## src/rtl/avalon_wb_bridge_pkg.sv

```systemverilog
// Shared types and constants for the Avalon-MM to Wishbone bridge.
package avalon_wb_bridge_pkg;

    typedef enum logic [1:0] {
        S_IDLE,
        S_BUSY,
        S_DONE
    } state_e;

    // Returned as read data on timeout or bad channel; sliced to DW.
    localparam logic [63:0] ERR_WORD = '1;

    function automatic int ch_bits(input int n);
        return (n > 1) ? $clog2(n) : 1;
    endfunction

endpackage

```

## src/rtl/avalon_wb_bridge_if.sv

```systemverilog
// Avalon-MM slave side and Wishbone master side bundled for the bridge.
interface avalon_wb_bridge_if
    import avalon_wb_bridge_pkg::*;
#(
    parameter int DW  = 8,
    parameter int AW  = 8,
    parameter int NCH = 1,
    parameter int CHB = ch_bits(NCH)
);
    logic [AW+CHB-1:0] av_address;
    logic              av_chipselect;
    logic              av_write;
    logic              av_read;
    logic [DW-1:0]     av_writedata;
    logic [DW-1:0]     av_readdata;
    logic              av_waitrequest;

    logic [AW-1:0]     wb_adr_o;
    logic [DW-1:0]     wb_dat_o;
    logic              wb_we_o;
    logic [NCH-1:0]    wb_cyc_o;
    logic [NCH-1:0]    wb_stb_o;
    logic [NCH*DW-1:0] wb_dat_i;
    logic [NCH-1:0]    wb_ack_i;

    modport slave (
        input  av_address, av_chipselect, av_write, av_read, av_writedata,
        output av_readdata, av_waitrequest,
        output wb_adr_o, wb_dat_o, wb_we_o, wb_cyc_o, wb_stb_o,
        input  wb_dat_i, wb_ack_i
    );

    modport master (
        output av_address, av_chipselect, av_write, av_read, av_writedata,
        input  av_readdata, av_waitrequest,
        input  wb_adr_o, wb_dat_o, wb_we_o, wb_cyc_o, wb_stb_o,
        output wb_dat_i, wb_ack_i
    );

endinterface

```

## src/rtl/avalon_wb_bridge_timeout_cnt.sv

```systemverilog
// Wishbone ack timeout counter: clears while idle, counts while a cycle is open.
module wb_timeout_cnt #(
    parameter int TO_CYCLES = 255
) (
    input  logic clk,
    input  logic rst_n,
    input  logic clr_i,
    input  logic en_i,
    output logic tc_o
);
    localparam int CW = $clog2(TO_CYCLES + 1);

    logic [CW-1:0] cnt_q, cnt_d;

    always_comb begin
        cnt_d = cnt_q;
        if (clr_i) begin
            cnt_d = '0;
        end else if (en_i) begin
            cnt_d = cnt_q + 1'b1;
        end
    end

    always_ff @(posedge clk or negedge rst_n) begin
        if (!rst_n) begin
            cnt_q <= '0;
        end else begin
            cnt_q <= cnt_d;
        end
    end

    assign tc_o = (cnt_q == CW'(TO_CYCLES - 1));

endmodule

```

## src/rtl/avalon_wb_bridge.sv

```systemverilog
// Avalon-MM slave to multi-channel Wishbone master bridge with ack timeout
// and sticky error reporting.
module avalon_wb_bridge
    import avalon_wb_bridge_pkg::*;
#(
    parameter int DW        = 8,
    parameter int AW        = 8,
    parameter int NCH       = 1,
    parameter int TO_CYCLES = 255
) (
    input  logic                 av_clk,
    input  logic                 av_reset_n,
    avalon_wb_bridge_if.slave    bus,
    output logic                 err_o,
    input  logic                 err_clr_i
);
    localparam int CHB = ch_bits(NCH);

    state_e         state_q, state_d;
    logic [AW-1:0]  adr_q, adr_d;
    logic [DW-1:0]  dat_q, dat_d;
    logic [DW-1:0]  rdata_q, rdata_d;
    logic           we_q, we_d;
    logic [CHB-1:0] ch_q, ch_d;
    logic           err_q, err_d;

    logic           req;
    logic [CHB-1:0] ch_in;
    logic           bad_ch;
    logic [NCH-1:0] sel;
    logic [DW-1:0]  dat_sel;
    logic           ack_sel;
    logic           tc;
    logic           err_set;

    assign req    = bus.av_chipselect & (bus.av_read | bus.av_write);
    assign ch_in  = bus.av_address[AW+CHB-1:AW];
    assign bad_ch = (32'(ch_in) >= 32'(NCH));

    always_comb begin
        sel     = '0;
        dat_sel = '0;
        for (int k = 0; k < NCH; k++) begin
            if (32'(ch_q) == 32'(k)) begin
                sel[k]  = 1'b1;
                dat_sel = bus.wb_dat_i[k*DW +: DW];
            end
        end
        ack_sel = |(sel & bus.wb_ack_i);
    end

    always_comb begin
        state_d = state_q;
        adr_d   = adr_q;
        dat_d   = dat_q;
        rdata_d = rdata_q;
        we_d    = we_q;
        ch_d    = ch_q;
        err_set = 1'b0;
        unique case (state_q)
            S_IDLE: begin
                if (req) begin
                    adr_d = bus.av_address[AW-1:0];
                    dat_d = bus.av_writedata;
                    we_d  = bus.av_write;
                    ch_d  = ch_in;
                    if (bad_ch) begin
                        rdata_d = ERR_WORD[DW-1:0];
                        err_set = 1'b1;
                        state_d = S_DONE;
                    end else begin
                        state_d = S_BUSY;
                    end
                end
            end
            S_BUSY: begin
                // A late ack beats the timeout in the same cycle.
                if (ack_sel) begin
                    if (!we_q) begin
                        rdata_d = dat_sel;
                    end
                    state_d = S_DONE;
                end else if (tc) begin
                    rdata_d = ERR_WORD[DW-1:0];
                    err_set = 1'b1;
                    state_d = S_DONE;
                end
            end
            S_DONE: begin
                state_d = S_IDLE;
            end
            default: begin
                state_d = S_IDLE;
            end
        endcase
        err_d = err_set ? 1'b1 : (err_clr_i ? 1'b0 : err_q);
    end

    always_ff @(posedge av_clk or negedge av_reset_n) begin
        if (!av_reset_n) begin
            state_q <= S_IDLE;
        end else begin
            state_q <= state_d;
        end
    end

    always_ff @(posedge av_clk or negedge av_reset_n) begin
        if (!av_reset_n) begin
            adr_q   <= '0;
            dat_q   <= '0;
            rdata_q <= '0;
            we_q    <= 1'b0;
            ch_q    <= '0;
            err_q   <= 1'b0;
        end else begin
            adr_q   <= adr_d;
            dat_q   <= dat_d;
            rdata_q <= rdata_d;
            we_q    <= we_d;
            ch_q    <= ch_d;
            err_q   <= err_d;
        end
    end

    wb_timeout_cnt #(
        .TO_CYCLES (TO_CYCLES)
    ) u_timeout (
        .clk   (av_clk),
        .rst_n (av_reset_n),
        .clr_i (state_q != S_BUSY),
        .en_i  (state_q == S_BUSY),
        .tc_o  (tc)
    );

    assign bus.wb_cyc_o       = (state_q == S_BUSY) ? sel : '0;
    assign bus.wb_stb_o       = (state_q == S_BUSY) ? sel : '0;
    assign bus.wb_adr_o       = adr_q;
    assign bus.wb_dat_o       = dat_q;
    assign bus.wb_we_o        = we_q;
    assign bus.av_readdata    = rdata_q;
    assign bus.av_waitrequest = req & (state_q != S_DONE);
    assign err_o              = err_q;

endmodule

```

## src/flat_wrapper.sv

```systemverilog
// flat-port wrapper written by rule: the top's interface ports become plain ports
module avalon_wb_bridge_flat import avalon_wb_bridge_pkg::*;
#(
    parameter int DW        = 8,
    parameter int AW        = 8,
    parameter int NCH       = 1,
    parameter int TO_CYCLES = 255
)
  (av_clk, av_reset_n, err_o, err_clr_i, bus_av_address, bus_av_chipselect, bus_av_write, bus_av_read, bus_av_writedata, bus_av_readdata, bus_av_waitrequest, bus_wb_adr_o, bus_wb_dat_o, bus_wb_we_o, bus_wb_cyc_o, bus_wb_stb_o, bus_wb_dat_i, bus_wb_ack_i);
  avalon_wb_bridge_if #(.DW(DW), .AW(AW), .NCH(NCH)) bus_i ();
  input  logic av_clk;
  input  logic av_reset_n;
  output logic err_o;
  input  logic err_clr_i;
  input wire logic [$bits(bus_i.av_address)-1:0] bus_av_address;
  input wire logic [$bits(bus_i.av_chipselect)-1:0] bus_av_chipselect;
  input wire logic [$bits(bus_i.av_write)-1:0] bus_av_write;
  input wire logic [$bits(bus_i.av_read)-1:0] bus_av_read;
  input wire logic [$bits(bus_i.av_writedata)-1:0] bus_av_writedata;
  output wire logic [$bits(bus_i.av_readdata)-1:0] bus_av_readdata;
  output wire logic [$bits(bus_i.av_waitrequest)-1:0] bus_av_waitrequest;
  output wire logic [$bits(bus_i.wb_adr_o)-1:0] bus_wb_adr_o;
  output wire logic [$bits(bus_i.wb_dat_o)-1:0] bus_wb_dat_o;
  output wire logic [$bits(bus_i.wb_we_o)-1:0] bus_wb_we_o;
  output wire logic [$bits(bus_i.wb_cyc_o)-1:0] bus_wb_cyc_o;
  output wire logic [$bits(bus_i.wb_stb_o)-1:0] bus_wb_stb_o;
  input wire logic [$bits(bus_i.wb_dat_i)-1:0] bus_wb_dat_i;
  input wire logic [$bits(bus_i.wb_ack_i)-1:0] bus_wb_ack_i;
  assign bus_i.av_address = bus_av_address;
  assign bus_i.av_chipselect = bus_av_chipselect;
  assign bus_i.av_write = bus_av_write;
  assign bus_i.av_read = bus_av_read;
  assign bus_i.av_writedata = bus_av_writedata;
  assign bus_av_readdata = bus_i.av_readdata;
  assign bus_av_waitrequest = bus_i.av_waitrequest;
  assign bus_wb_adr_o = bus_i.wb_adr_o;
  assign bus_wb_dat_o = bus_i.wb_dat_o;
  assign bus_wb_we_o = bus_i.wb_we_o;
  assign bus_wb_cyc_o = bus_i.wb_cyc_o;
  assign bus_wb_stb_o = bus_i.wb_stb_o;
  assign bus_i.wb_dat_i = bus_wb_dat_i;
  assign bus_i.wb_ack_i = bus_wb_ack_i;
  avalon_wb_bridge #(.DW(DW), .AW(AW), .NCH(NCH), .TO_CYCLES(TO_CYCLES)) u_core (.av_clk(av_clk), .av_reset_n(av_reset_n), .bus(bus_i), .err_o(err_o), .err_clr_i(err_clr_i));
endmodule
```

## config.mk

```make
export PLATFORM = sky130hd
export DESIGN_NAME = avalon_wb_bridge_flat
export DESIGN_NICKNAME = d
export VERILOG_FILES = /design/src/rtl/avalon_wb_bridge_pkg.sv /design/src/rtl/avalon_wb_bridge_if.sv /design/src/rtl/avalon_wb_bridge_timeout_cnt.sv /design/src/rtl/avalon_wb_bridge.sv /design/src/flat_wrapper.sv
export SDC_FILE = /design/constraint.sdc
export NUM_CORES = 1
export LEC_CHECK = 0
export BUFFER_PORTS_ARGS = -buffer_cell sky130_fd_sc_hd__buf_2
export CAP_MARGIN = 20
export CELL_PAD_IN_SITES_DETAIL_PLACEMENT = 1
export CELL_PAD_IN_SITES_GLOBAL_PLACEMENT = 1
export CORE_MARGIN = 2
export CORE_UTILIZATION = 29
export DETAILED_ROUTE_END_ITERATION = 8
export PLACE_DENSITY = 0.75
export SLEW_MARGIN = 20
export SYNTH_ARGS = -nofsm -noshare
export SYNTH_HDL_FRONTEND = slang
export SYNTH_SLANG_ARGS = --single-unit
```

## constraint.sdc

```tcl
create_clock -name av_clk -period 1.7 [get_ports av_clk]
set_input_delay 0.17 -clock av_clk [delete_from_list [all_inputs] [get_ports av_clk]]
set_output_delay 0.17 -clock av_clk [all_outputs]
set_load 0.02 [all_outputs]
```

==> results by group, run 1 <==
Status
  – Run status: completed

GRT
  – Overall track demand over capacity in global routing: 0.126
  – Global-route wire length before repair: 5.87 mm
  – Pin count of the biggest net entering global routing: 38
  – Antenna violations before repair: 0
  – Total global routing overflow: 0
  – Via count of the first global-routing pass: 1328

Timing
  – Ratio of final minimum period to clock period: 0.909
  – RSZ-0062 raised after global routing: false
  – Final critical path time including I/O delays and setup: 1.54 ns
  – Sum Neg Setup Slack: 0 ns
  – Transition time at the pin with the least slew margin: 0.658 ns
  – Top achievable clock speed: 647 MHz
  – Slew Limit Fails: 0
  – Final setup margin: 0.155 ns
  – Hold Slack: 0.0604 ns
  – Final count of hold timing violations: 0
  – Number of endpoints failing setup at the final stage: 0
  – Rel. slew slack: 0.561
  – Worst clock skew: 0.00823 ns

Final layout
  – # diodes: 0
  – Ratio of cells with drive above 1 in the final layout: 0.339
  – Final Net Count: 251
  – End-of-flow core utilization: 0.399
  – P&R area growth vs syn: 32.3%

Job
  – Max_cap viols: 0

Synthesis
  – Total standard cell area after synthesis: 1540 sq um
  – Total number of yosys warnings: 0
  – Async set-or-reset flop fraction in the synthesized netlist: 1.00
  – Number of synthesized flops with an enable pin: 0
  – Post-synthesis cell type count: 26
  – #FFs+latches synth: 37
  – Number of instances in the synthesized netlist: 154
  – Largest area contributor in the netlist: dfrtp_1
  – Average cell area after synthesis: 10.0 sq um
  – Cells taking the most area after synthesis: dfrtp_1 60%, nand2_1 13%, o22a_1 4.5%
  – Post-synth net total: 188
  – Proportion of netlist area held by the largest area contributor: 0.601
  – Most frequent cells after synthesis: 55 x nand2_1, 37 x dfrtp_1, 10 x nor2_1
  – Most repeated cell in the gate-level netlist after synthesis: nand2_1
  – Share of synthesized area occupied by flip-flops and latches: 0.601
  – Ys flop type: dfrtp_1

Die
  – DIE AREA: 5910 sq um
  – # rows: 26
  – Floorplan die width: 76.9 um
  – Overall die height: 76.9 um
  – Area of the core: 5110 sq um
  – I/O pins: 61
  – Effective utilization at floorplan: 0.302

Power and ir drop
  – Power per cell area: 1670 nW/um^2
  – Peak supply drop: 0.568 mV
  – Reported leakage power: 1.03 nW
  – Final total power: 3.41 mW

Placed design
  – HPWL after detailed placement: 2.54 mm
  – I/O Buffers: 60
  – Routability congestion estimate from global placement: 0.733
  – Worst slack after detailed placement: 0.165 ns

Clock network
  – Number of clock buffers inserted by TritonCTS: 5
  – Deepest clock path buffer count: 2
  – Clock Sink Count: 37
  – Clock tree from TritonCTS: yes
  – Clk root buf: clkbuf_8
  – Worst-Skew Late Latency: 0.29 ns
  – Number of levels in the clock H-tree: 2
  – Number of gates given a new drive strength after cts: 0
  – Clock transition at the registers of the reported paths: 0.07 ns

Detailed routing
  – Post-route DRC: 0
  – Total Wirelength: 3.41 mm
  – Initial DRC count: 42
  – Via Count: 1269
  – Mean number of vias per cell: 4.41
  – Average wire per cell in the routed design: 11.8 um
  – DR pass1 iterations: 4
  – Remaining number of nets flagged by the antenna check after routing: 0

Worst setup path
  – Data required, critical path: 1.87 ns
  – Data arrival time of the critical path: 1.71 ns
  – Critical path startpoint category: flop
  – R2R Path Start: u_core.state_q[1]
  – Critical path class: flop to flop
  – Worst-case reg-to-reg path depth: 3
  – Kind of capture point of the worst setup path: flop
  – Maximum fanout count along the critical path: 13
  – Endpoint of the lowest-slack register-to-register path: u_core.bus.av_readdata[2]
  – Worst reg-to-reg setup slack: 0.16 ns

Worst hold path
  – Hold WC Path Type: input pin to flop
  – Cells on Worst Hold Path: 2
  – Hold Startpoint: err_clr_i
  – Hold-critical path endpoint: u_core.err_o
==> sequential cells by signal (all words and copies together) (netlist names) <==
| register | cells |
|---|---|
| u_core.ch_q | 1 |
| u_core.bus.wb_dat_o | 8 |
| u_core.err_o | 1 |
| u_core.bus.wb_we_o | 1 |
| u_core.u_timeout.cnt_q | 8 |
| u_core.bus.av_readdata | 8 |
| u_core.state_q | 2 |
| u_core.bus.wb_adr_o | 8 |
==> layer usage <==
layer	global-route usage	up-vias	share of wire
met4	0.0545	0	0.015
met5	0	-	0
met1	0.147	601	0.43
met2	0.213	34	0.50
li1	-	627	-
met3	0.0376	7	0.055
==> through the flow <==
| step | area [sq um] | instances |
|---|---|---|
| 6_report | 2040 | 288 |
| 5_1_grt | 2040 | 288 |
| 4_1_cts | 2040 | 288 |
| 3_5_place_dp | 1920 | 279 |
| 3_3_place_gp | 1920 | 279 |
| 2_1_floorplan | 1540 | 154 |
==> layout by cell type (no fill, tap or decap), types with 3 or more instances in the layout <==
master,instances
buf_2,60
nor3_1,3
o22a_1,8
a21oi_1,3
inv_1,4
nand3_1,4
xor2_1,5
dfrtp_1,37
nand2_1,55
clkbuf_8,5
nor2_1,10
==> timing repair <==
item,4_1_cts,5_1_grt
hold endpoints to repair,37,0
hold buffers,1,0
buffers inserted,0,0
==> worst max-delay path: stages, from the launching register on <==
cell and delay [ns]:
dfrtp_1 0.43, nand2b_4 0.23, or3_1 0.51, o22a_1 0.26
==> logic make-up after synthesis <==
group,count (synthesis),synth area share
xor gates and xnor gates,6,0.0341
and+or+nand+nor,83,0.235
DFF,37,0.601
adders and majority gates,2,0.0162
buffers and inverters,11,0.0381
AOI/OAI and AO/OA,15,0.0755
==> power breakdown <==
group | switching [mW] | internal [mW] | leakage (nW)
combinational | 0.824 | 0.452 | 0.531
sequential | 0.206 | 1.19 | 0.448
clock | 0.298 | 0.440 | 0.0554
==> how the worst max path moves through the flow <==
| stage | to | slack [ns] | cells after the start | from |
|---|---|---|---|---|
| after CTS | u_core.bus.av_readdata[2] | 0.14 | 3 | u_core.state_q[1] |
| final | u_core.bus.av_readdata[2] | 0.16 | 3 | u_core.state_q[1] |
| after detailed placement | u_core.bus.av_readdata[2] | 0.16 | 3 | u_core.state_q[1] |
| after global placement | u_core.bus.av_readdata[5] | 0.22 | 6 | u_core.u_timeout.cnt_q[0] |
| after floorplan | bus_wb_stb_o | 0.28 | 4 | u_core.state_q[1] |
| after global routing | u_core.bus.av_readdata[2] | 0.06 | 6 | u_core.u_timeout.cnt_q[0] |
==> final cells by class <==
| class | count | area, sq um |
|---|---|---|
| clock buffer | 6 | 72.6 |
| clock inverter | 2 | 38.8 |
| fill | 614 | 3070 |
| inverter | 4 | 15.0 |
| multi-input combinational | 106 | 562 |
| sequential | 37 | 926 |
| tap | 70 | 87.6 |
| timing repair buffer | 63 | 338 |
Power figures use the tool's default switching activity.
==> inputs of run 2 (changes only) <==
Settings changed: PLACE_DENSITY 0.75 to 0.72, SYNTH_HIERARCHICAL from default to 1.
==> run 2 against run 1 <==
Against the previous run:
- critical path type unchanged
- final cell count is 9.7% lower
- first-iteration DRC count is 43% lower
- fmax decreased by 2.1%
- via count decreased by 7.3%
- sequential power is essentially flat
- synthesized area grew 0.65%
==> results by group, run 2 <==
Synthesis
  – Arithmetic-cell share of the synthesized area counting full adders, half adders and majority gates: 0.0161
  – Post-synth net total: 152
  – Complex-gate fraction of the synthesized area: 0.108
  – Largest area contributor in the netlist: dfrtp_1
  – Total standard cell area after synthesis: 1550 sq um
  – Async set-or-reset flop fraction in the synthesized netlist: 1.00
  – #FFs+latches synth: 37
  – Synthesized-area fraction occupied by xor and xnor cells: 0.0226
  – Cells taking the most area after synthesis: dfrtp_1 60%, mux2_2 6.5%, mux2_1 5.8%
  – Mux cell area share after synthesis: 0.123
  – Post-synthesis cell type count: 28
  – Fraction of the mapped netlist area in simple logic gates: 0.107
  – Number of instances in the synthesized netlist: 118
  – Share of synthesized area occupied by flip-flops and latches: 0.597
  – Most frequent cells after synthesis: 37 x dfrtp_1, 9 x mux2_2, 8 x mux2_1, 8 x nor2_1, 8 x o22a_1
  – Ys flop type: dfrtp_1
  – Proportion of netlist area held by the largest area contributor: 0.597
  – Average cell area after synthesis: 13.1 sq um
  – Total number of yosys warnings: 6
  – Dominant combinational cell family by area after synthesis: multiplexers
  – Number of synthesized flops with an enable pin: 0
  – Most repeated cell in the gate-level netlist after synthesis: dfrtp_1

Timing
  – Slew Limit Fails: 0
  – Transition time at the pin with the least slew margin: 0.464 ns
  – Sum Neg Setup Slack: 0 ns
  – Worst clock skew: 0.00828 ns
  – Final critical path time including I/O delays and setup: 1.58 ns
  – Hold Slack: 0.0767 ns
  – Ratio of final minimum period to clock period: 0.928
  – Number of endpoints failing setup at the final stage: 0
  – Rel. slew slack: 0.691
  – Final count of hold timing violations: 0
  – RSZ-0062 raised after global routing: false
  – Final setup margin: 0.122 ns
  – Top achievable clock speed: 634 MHz

Clock network
  – Clock tree from TritonCTS: yes
  – Number of levels in the clock H-tree: 2
  – Deepest clock path buffer count: 2
  – Number of clock buffers inserted by TritonCTS: 5
  – Worst-Skew Late Latency: 0.30 ns
  – Clk root buf: clkbuf_8
  – Clock transition at the registers of the reported paths: 0.07 ns
  – Clock Sink Count: 37

Placed design
  – HPWL after detailed placement: 2.74 mm
  – Routability congestion estimate from global placement: 0.738
  – I/O Buffers: 60
  – Worst slack after detailed placement: 0.108 ns
  – Placed inst area: 1980 sq um

Worst setup path
  – Critical path startpoint category: flop
  – Maximum fanout count along the critical path: 8
  – Critical path class: flop to flop
  – Data required, critical path: 1.93 ns
  – Kind of capture point of the worst setup path: flop
  – Data arrival time of the critical path: 1.81 ns

Final layout
  – Most common cell after layout, fill and taps aside: buf_2
  – # diodes: 0
  – P&R area growth vs syn: 37.3%
  – Final Net Count: 223
  – Commonest cells after routing, fill and taps aside: 60 x buf_2, 37 x dfrtp_1, 9 x mux2_2, 8 x o22a_1, 8 x mux2_1
  – Ratio of cells with drive above 1 in the final layout: 0.474
  – Final Instance Area: 2130 sq um

Detailed routing
  – Average wire per cell in the routed design: 13.9 um
  – Initial DRC count: 24
  – Via Count: 1176
  – DR pass1 iterations: 4
  – Remaining number of nets flagged by the antenna check after routing: 0
  – Total Wirelength: 3.61 mm
  – Post-route DRC: 0
  – Mean number of vias per cell: 4.52

Power and ir drop
  – Combinational fraction of design power: 0.384
  – Relative contribution of the clock network to total power: 0.242
  – Final total power: 3.74 mW
  – Reported leakage power: 0.979 nW
  – Power share of the sequential group: 0.374
  – Peak supply drop: 0.853 mV
  – Power per cell area: 1760 nW/um^2
  – Internal power component: 2.38 mW
  – Proportion of total power due to net switching: 0.362
  – Switching power summed over all nets: 1.35 mW

GRT
  – Total global routing overflow: 0
  – Pin count of the biggest net entering global routing: 20
  – Global-route wire length before repair: 5.98 mm
  – Antenna violations before repair: 0
  – Via count of the first global-routing pass: 1270
  – Overall track demand over capacity in global routing: 0.133

Die
  – Overall die height: 77.1 um
  – Floorplan die width: 77.1 um
  – Area of the core: 5140 sq um
  – Effective utilization at floorplan: 0.302
  – DIE AREA: 5950 sq um
  – # rows: 26
  – I/O pins: 61

Status
  – Run status: completed

Job
  – Max_cap viols: 0

Worst hold path
  – Hold WC Path Type: input pin to flop
-- run 2: cell count changes after synthesis, sizes merged, moves of 2 or more --
cell | previous run | this run
buf | 7 | 4
nor2 | 10 | 8
nor3 | 4 | 0
nand2 | 55 | 6
a21oi | 3 | 5
or3 | 2 | 4
mux2 | 0 | 17
xor2 | 5 | 3
o21ai | 2 | 5
-- run 2: cell type report --
cell class / instances / area (sq um)
clock buffers: 5 / 68.8
clock inverters: 3 / 65.1
fillers: 596 / 3010
inverters: 3 / 11.3
multi-input cells: 73 / 588
flip-flops and latches: 37 / 926
well taps: 70 / 87.6
repair buffers: 69 / 383
-- run 2: power by group through the flow --
stage | registers [mW] | clock network, mW | logic (mW)
after floorplan | 1.79 | 0 | 0.534
after global placement | 1.41 | 0 | 1.43
after detailed placement | 1.42 | 0 | 1.46
after CTS | 1.40 | 0.928 | 1.46
after global routing | 1.45 | 0.963 | 1.55
final | 1.40 | 0.904 | 1.44
-- run 2: cell families (layout without fill, tap and decap cells) --
| group | Yosys count | count (layout) |
|---|---|---|
| AND/OR/NAND/NOR | 29 | 29 |
| adder cells (fa/ha/maj) | 2 | 2 |
| multiplexers | 17 | 17 |
| XOR/XNOR | 4 | 4 |
| buffers and inverters | 8 | 80 |
| AO/OA/AOI/OAI | 21 | 21 |
| flip-flops | 37 | 37 |
-- run 2: path summary, 6_finish.rpt --
check	from	endpoint	slack (ns)	cells after the start
max in group asynchronous	av_reset_n	u_core/u_timeout/cnt_q[5]	0.88	3
setup / recovery	u_core/state_q[1]	u_core/bus.av_readdata[6]	0.12	5
hold / removal	bus_av_address[8]	u_core/state_q[0]	0.08	2
setup reg to reg	u_core/state_q[1]	u_core/bus.av_readdata[6]	0.12	5
hold reg to reg	u_core/bus.av_readdata[7]	u_core/bus.av_readdata[7]	0.49	1
min in group asynchronous	av_reset_n	u_core/ch_q	0.36	2
-- run 2: per-layer routing --
metal	track usage	vias up	part of all wire
li1	-	562	-
met1	0.145	572	0.42
met2	0.214	37	0.48
met3	0.0576	5	0.074
met4	0.0750	0	0.022
met5	0	-	0
-- run 2: worst max-delay path, stage by stage, from the launching register on --
cell	delay, ns
dfrtp_1	0.40
nand2b_1	0.17
inv_1	0.22
o21ai_1	0.18
a32oi_4	0.34
o22a_1	0.21
-- run 2: per-stage QoR --
step,instances,util
2_1_floorplan,118,-
3_3_place_gp,251,0.386
3_5_place_dp,251,0.386
4_1_cts,260,0.414
5_1_grt,260,0.414
6_report,260,0.414
-- run 2: timing repair --
| item | 4_1_cts | 5_1_grt |
|---|---|---|
| buffers inserted | 0 | 0 |
| gates resized for setup | 0 | 1 |
| endpoints found under the hold margin | 18 | 0 |
| hold buffers | 1 | 0 |
| endpoints found under the setup margin | 0 | 2 |
